[src/rtl/cpu7_inst_resp.sv]
// Fixed-latency instruction fetch responder for cpu7: stands in for the icache,
// reading 128-bit lines from a local SRAM and returning them in request order.
module cpu7_inst_resp #(
  parameter int          RAM_LAT  = 2,
  parameter int          MEM_AW   = 14,
  parameter logic [31:0] MEM_BASE = 32'h1c000000
) (
  input  logic              clk,
  input  logic              resetn,
  input  logic              inst_req,
  input  logic [31:0]       inst_addr,
  input  logic              inst_cancel,
  output logic              inst_addr_ok,
  output logic [127:0]      inst_rdata,
  output logic              inst_valid,
  output logic [1:0]        inst_count,
  output logic              inst_uncache,
  output logic              inst_exception,
  output logic [5:0]        inst_exccode,
  output logic              ram_en,
  output logic [MEM_AW-1:0] ram_addr,
  input  logic [127:0]      ram_rdata
);

  typedef struct packed {
    logic       kill;
    logic       bad;
    logic [1:0] wsel;
  } trk_t;

  localparam logic [31:0] LIMIT   = 32'd1 << (MEM_AW + 4);
  localparam logic [5:0]  EXC_ADEF = 6'h08;

  logic [31:0]             off;
  logic                    bad;
  logic [RAM_LAT:1]        vld_pipe;
  trk_t [RAM_LAT:1]        trk_pipe;
  trk_t [RAM_LAT:1]        trk_nxt;
  trk_t                    last;
  logic                    load;

  // Address screening happens in the accept cycle so bad fetches never touch the SRAM
  assign off          = inst_addr - MEM_BASE;
  assign bad          = (|inst_addr[1:0]) | (inst_addr < MEM_BASE) | (off >= LIMIT);
  assign inst_addr_ok = inst_req & ~inst_cancel & resetn;
  assign ram_en       = inst_addr_ok & ~bad;
  assign ram_addr     = off[MEM_AW+3:4];
  assign inst_uncache = 1'b0;

  // A cancel marks everything in flight; killed entries still drain so ordering is kept
  always_comb begin
    trk_nxt    = '0;
    trk_nxt[1] = '{kill: 1'b0, bad: bad, wsel: inst_addr[3:2]};
    for (int k = 2; k <= RAM_LAT; k++) begin
      trk_nxt[k]      = trk_pipe[k-1];
      trk_nxt[k].kill = trk_pipe[k-1].kill | inst_cancel;
    end
  end

  always_ff @(posedge clk or negedge resetn) begin
    if (!resetn) begin
      vld_pipe <= '0;
      trk_pipe <= '0;
    end else begin
      vld_pipe[1] <= inst_addr_ok;
      for (int k = 2; k <= RAM_LAT; k++) vld_pipe[k] <= vld_pipe[k-1];
      trk_pipe <= trk_nxt;
    end
  end

  assign last = trk_pipe[RAM_LAT];
  assign load = vld_pipe[RAM_LAT] & ~last.kill & ~inst_cancel;

  always_ff @(posedge clk or negedge resetn) begin
    if (!resetn) begin
      inst_valid     <= 1'b0;
      inst_rdata     <= '0;
      inst_count     <= '0;
      inst_exception <= 1'b0;
      inst_exccode   <= '0;
    end else begin
      inst_valid <= load;
      if (load) begin
        inst_count     <= 2'd3 - last.wsel;
        inst_exception <= last.bad;
        inst_exccode   <= last.bad ? EXC_ADEF : 6'h00;
        inst_rdata     <= last.bad ? '0 : (ram_rdata >> {last.wsel, 5'b0});
      end
    end
  end

endmodule

[config.mk]
export PLATFORM = sky130hd
export DESIGN_NAME = cpu7_inst_resp
export DESIGN_NICKNAME = d
export VERILOG_FILES = /design/src/rtl/cpu7_inst_resp.sv
export SDC_FILE = /design/constraint.sdc
export NUM_CORES = 1
export LEC_CHECK = 0
export ABC_AREA = 0
export ABC_CLOCK_PERIOD_IN_PS = 1900
export CAP_MARGIN = 20
export CORE_ASPECT_RATIO = 0.5
export CORE_UTILIZATION = 42
export CTS_CLUSTER_SIZE = 40
export DETAILED_ROUTE_END_ITERATION = 8
export GPL_TIMING_DRIVEN = 0
export PLACE_DENSITY = 0.89
export SLEW_MARGIN = 20
export SYNTH_ARGS = -nofsm -noshare
export SYNTH_HDL_FRONTEND = slang
export SYNTH_SLANG_ARGS = --single-unit
[constraint.sdc]
create_clock -name clk -period 1.9 [get_ports clk]
set_input_delay 0.285 -clock clk [delete_from_list [all_inputs] [get_ports clk]]
set_output_delay 0.285 -clock clk [all_outputs]
set_load 0.02 [all_outputs]
Word-level counts from Yosys, hierarchy flattened:

Index checks and enable logic that the tools add are counted.

* magnitude comparators: 2
* shift-type cells: 1
* bitwise operators: 10
* reduce and logical (&&, ||, !) cells: 1
* mux-type cells: 2
* add/subtract/negate cells: 2

Operator list (count)
* $mux 128: 1
* $shr 128x7->128: 1
* $ge 32x19->1 const B: 1
* $lt 32x29->1 const B: 1
* $sub 32x29->32 const B: 1
* $and 1x1->1: 5
* $mux 4: 1
* $not 1->1: 3
* $or 1x1->1: 2
* $reduce_or 2->1: 1
* $sub 2x2->2 const A: 1

* logic and storage cells: 29
* bits of input ports: 164
* output and inout bits: 155
* flip-flop bits (word level): 147

Depth between registers and ports, before layout:

* word-level depth: 5
* gate-level depth with buffers: 6
* gate-level depth less buffers: 4

Least setup slack after synthesis:

No wires, ideal clock.

* path kind: register to register
* start point: register trk_pipe, in the netlist last[3]
* end point: register inst_rdata[10]
* path buffers: 3
* setup time: 0.122 ns
* clock period less this slack: 1.484 ns
* arrival time: 1.363 ns
* cell stages (with the launch flop): 6
* required time: 1.778 ns
* slack: 0.416 ns
* cells stage by stage: dfrtp_1 > or3b_4 > buf_6 > buf_2 > buf_2 > a32o_1

* word-level cells in the longest chain between the ends: 3

Ends and longest elaborated chain
* start: declaration: RTL line 37 `trk_t [RAM_LAT:1] trk_pipe;`
* start signal: assignment: RTL line 67 `trk_pipe <= trk_nxt;`
* $not 1->1: RTL line 72 `assign load = vld_pipe[RAM_LAT] & ~last.kill & ~inst_cancel;`
* $and 1x1->1 (2 in a row): RTL line 72
* end signal: assignment: RTL line 87 `inst_rdata <= last.bad ? '0 : (ram_rdata >> {last.wsel, 5'b0});`
* end: declaration: RTL line 14 `output logic [127:0] inst_rdata,`

No other way between the ends.
A chain may end at the register's enable or synchronous reset.

Final worst setup path:

* start point: input inst_addr[0]
* end point: output ram_en

* word-level cells in the longest chain between the ends: 5
* elaborated cells on any way between the ends: 8
* those cells by class: add/sub: 1; order compare: 2; bitwise: 4; reduce/logical: 1

Ends and longest elaborated chain
* start: declaration: RTL line 11 `input logic [31:0] inst_addr,`
* $sub 32x29->32, or another cell as far along: RTL line 43 `assign off = inst_addr - MEM_BASE;`
* $ge 32x19->1 / $or 1x1->1 (equally long branches): RTL line 44 `assign bad = (|inst_addr[1:0]) | (inst_addr < MEM_BASE) | (off >= LIMIT);`
* $or 1x1->1 (*): RTL line 44
* net bad: RTL line 35 `logic bad;`
* $not 1->1 (*): RTL line 46 `assign ram_en = inst_addr_ok & ~bad;`
* $and 1x1->1 (*): RTL line 46
* end: declaration: RTL line 20 `output logic ram_en,`

Mark *: on every way through the listed nets, which the timed path passes. The rest lies on a longest branch.

==> metrics.cfg <==
[run_status]
outcome=complete, but fails checks
violations=negative hold slack

[synthesis]
synthCells=628
synth.distinct_cells=29
seq_area_frac_synth=0.514
ys_warn_count=0
ys_ff_latch=141
syn_area_per_cell_um2=10.9
synth_area_um2=6860

[sta]
final-max-slew-violation-count=0
slew_headroom=0.512
worst_pin_slew_ns=0.733
rsz0062_at_grt=yes
fin_skew_ns=0.0132
fin_crit_ns=1.86
whs_ns=-0.228
clock.fmax_mhz=537
setup_ws_ns=0.0384
setup_tns_ns=0
fin_crit_sh=0.980
finalSetupViolCount=0
timing_hold_violations_final=65

[job]
maxCapViolations=0

[worst_setup_path]
crit_path_top_delay_cell=clkdlybuf4s50_1
crit_type=in2out
arrival_ns=1.58
path_buf_inv=2
r2r_start=last[1]
cp-end-kind=output port
r2r_end=inst_rdata[18]
reg2reg_depth=5
cp_top_family=simple AND/OR/NAND/NOR gates
required_ns=1.62
rrSetupSlack_ns=0.06
start_kind=input pin
cp_max_fo=2
cp_slowest_stage_delay_ns=0.42
crit_chain=clkdlybuf4s50_1, nor4b_2, nand4_1, nor3_1, buf_2

[placement]
numPortBuffers=298
place_hpwl_um=18600
dp_cells=1153
dp_slack_ns=-0.571
dpl-instance-area_um2=10200
globalplace.congestion=0.851

[clock_tree]
worstSkewPairLatency_ns=0.42
htreeDepth=4
clock-sinks=141
clockBufferDepth=2
cts_tree=yes
clock_tree.root_cell=clkbuf_16
clk_pin_slew_ns=0.07
cts-buffers-inserted=17

[detailed_routing]
drc=0
vias=6910
drt_wl_total_um=25700
ant_nets=0
drtIter0Drc=545
viasPerCell=5.83
wl_per_cell_um=21.6
first_pass_iters=5

[floorplanning]
initial_core_util=0.437
core_um2=15700
io_pins=319
num_rows=32
dieWidth_um=183
die-area_um2=16900
die_height_um=92.4

[cells_and_area]
fill_cells=1138
areaGrowthSynthToFinish_pct=57.2
fin_nets=1116
utilization=0.687
layout-drive-gt1-share=0.101
fin_area_um2=10800
fin_cells=1185
antenna_cells=0

[grt]
grt_pass1_wl_um=40100
track_usage=0.310
antenna_found_initial=0
overflow=0
grt_start_max_net_pins=77
grt_pass1_vias=7167

[min_path]
hold_path.class=in2async

[power_and_ir_drop]
power_mw=7.45
p_leak_nw=4.83
peakVddDrop_mv=0.634
powerDensity_nw_per_um2=690

-- area by class of cell --
cell class,instances,area (µm²),share of cell area
repair buffers,300,3020,0.280
flip-flops and latches,141,3530,0.327
inverters,1,3.75,0.000348
clock buffers,20,467,0.0433
plain buffers,80,470,0.0436
clock inverters,11,118,0.0109
well taps,221,277,0.0256
multi-input cells,411,2900,0.269
-- layer usage --
| layer | up-vias | GRT usage | wire, µm |
|---|---|---|---|
| li1 | 2941 | - | - |
| met1 | 3469 | 0.380 | 10300 |
| met2 | 426 | 0.526 | 12600 |
| met3 | 74 | 0.0578 | 1780 |
| met4 | 0 | 0.155 | 935 |
| met5 | - | 0 | 0 |
-- state kept, by name, summed over array words and instances (netlist names) --
register	flops
last	4
trk_nxt	3
inst_valid	1
vld_pipe	2
inst_rdata	128
inst_count	2
inst_exccode	1
-- power by group --
group / switching, mW / leakage [nW] / internal (mW)
sequential: 0.0148 / 1.94 / 3.02
combinational: 0.524 / 2.60 / 0.552
clock: 1.31 / 0.287 / 2.02
-- cell families (layout without fill, tap and decap cells) --
group | after synthesis | in the layout | share of synthesized area
AO/OA/AOI/OAI | 194 | 194 | 0.223
AND/OR/NAND/NOR | 147 | 147 | 0.101
flip-flops | 141 | 141 | 0.514
buffers and inverters | 81 | 412 | 0.0680
multiplexers | 64 | 64 | 0.0934
other | 1 | 6 | 0.000547
-- placed cells by master, fill, tap and decap left out, drive strengths merged --
master	count
dlygate4sd2	1
clkinvlp	2
nor3	1
nor4bb	1
nor4b	1
a22o	63
clkdlybuf4s50	295
a211o	32
mux2i	64
clkinv	7
or3	1
a32o	32
nor4	3
o22ai	32
inv	1
nor2	2
nor2b	32
buf	51
nand4	1
clkbuf	53
conb	6
nand2b	1
o21ai	35
or3b	1
dfrtp	141
nand2	103
bufinv	2
-- worst max-delay path by stage --
stage,start,endpoint,slack [ns],depth (start not counted)
global route,last[1],inst_rdata[18],-0.003,5
CTS,last[1],inst_rdata[63],0.006,5
global placement,resetn,inst_addr_ok,-5.30,4
finish,inst_addr[0],ram_en,0.04,5
floorplan,last[3],inst_rdata[10],0.42,5
detailed placement,inst_addr[0],ram_en,-0.57,5
-- Yosys cell counts --
library cell	number	area [µm²]
a211o_1	32	280
a22o_1	63	552
a32o_1	32	320
buf_1	1	3.75
buf_2	13	65.1
buf_4	28	210
buf_6	5	56.3
clkbuf_1	30	113
clkbuf_2	3	15.0
conb_1	1	3.75
dfrtp_1	141	3530
inv_1	1	3.75
mux2i_1	64	641
nand2_1	103	387
nand2b_1	1	6.26
nand4_1	1	6.26
nor2_1	1	3.75
nor2_4	1	11.3
nor2b_1	32	200
nor3_1	1	5.00
nor4_1	2	12.5
nor4_4	1	21.3
nor4b_1	1	8.76
nor4bb_1	1	10.0
o21ai_0	33	165
o21ai_1	2	10.0
o22ai_1	32	200
or3_4	1	11.3
or3b_4	1	11.3
-- timing repair --
action | in CTS | in global routing
pin swaps | 1 | 0
endpoints found under the hold margin | 65 | 65
endpoints found under the setup margin | 6 | 38
buffers inserted | 1 | 0
resized for setup | 12 | 9
(Power assumes the default switching activity.)
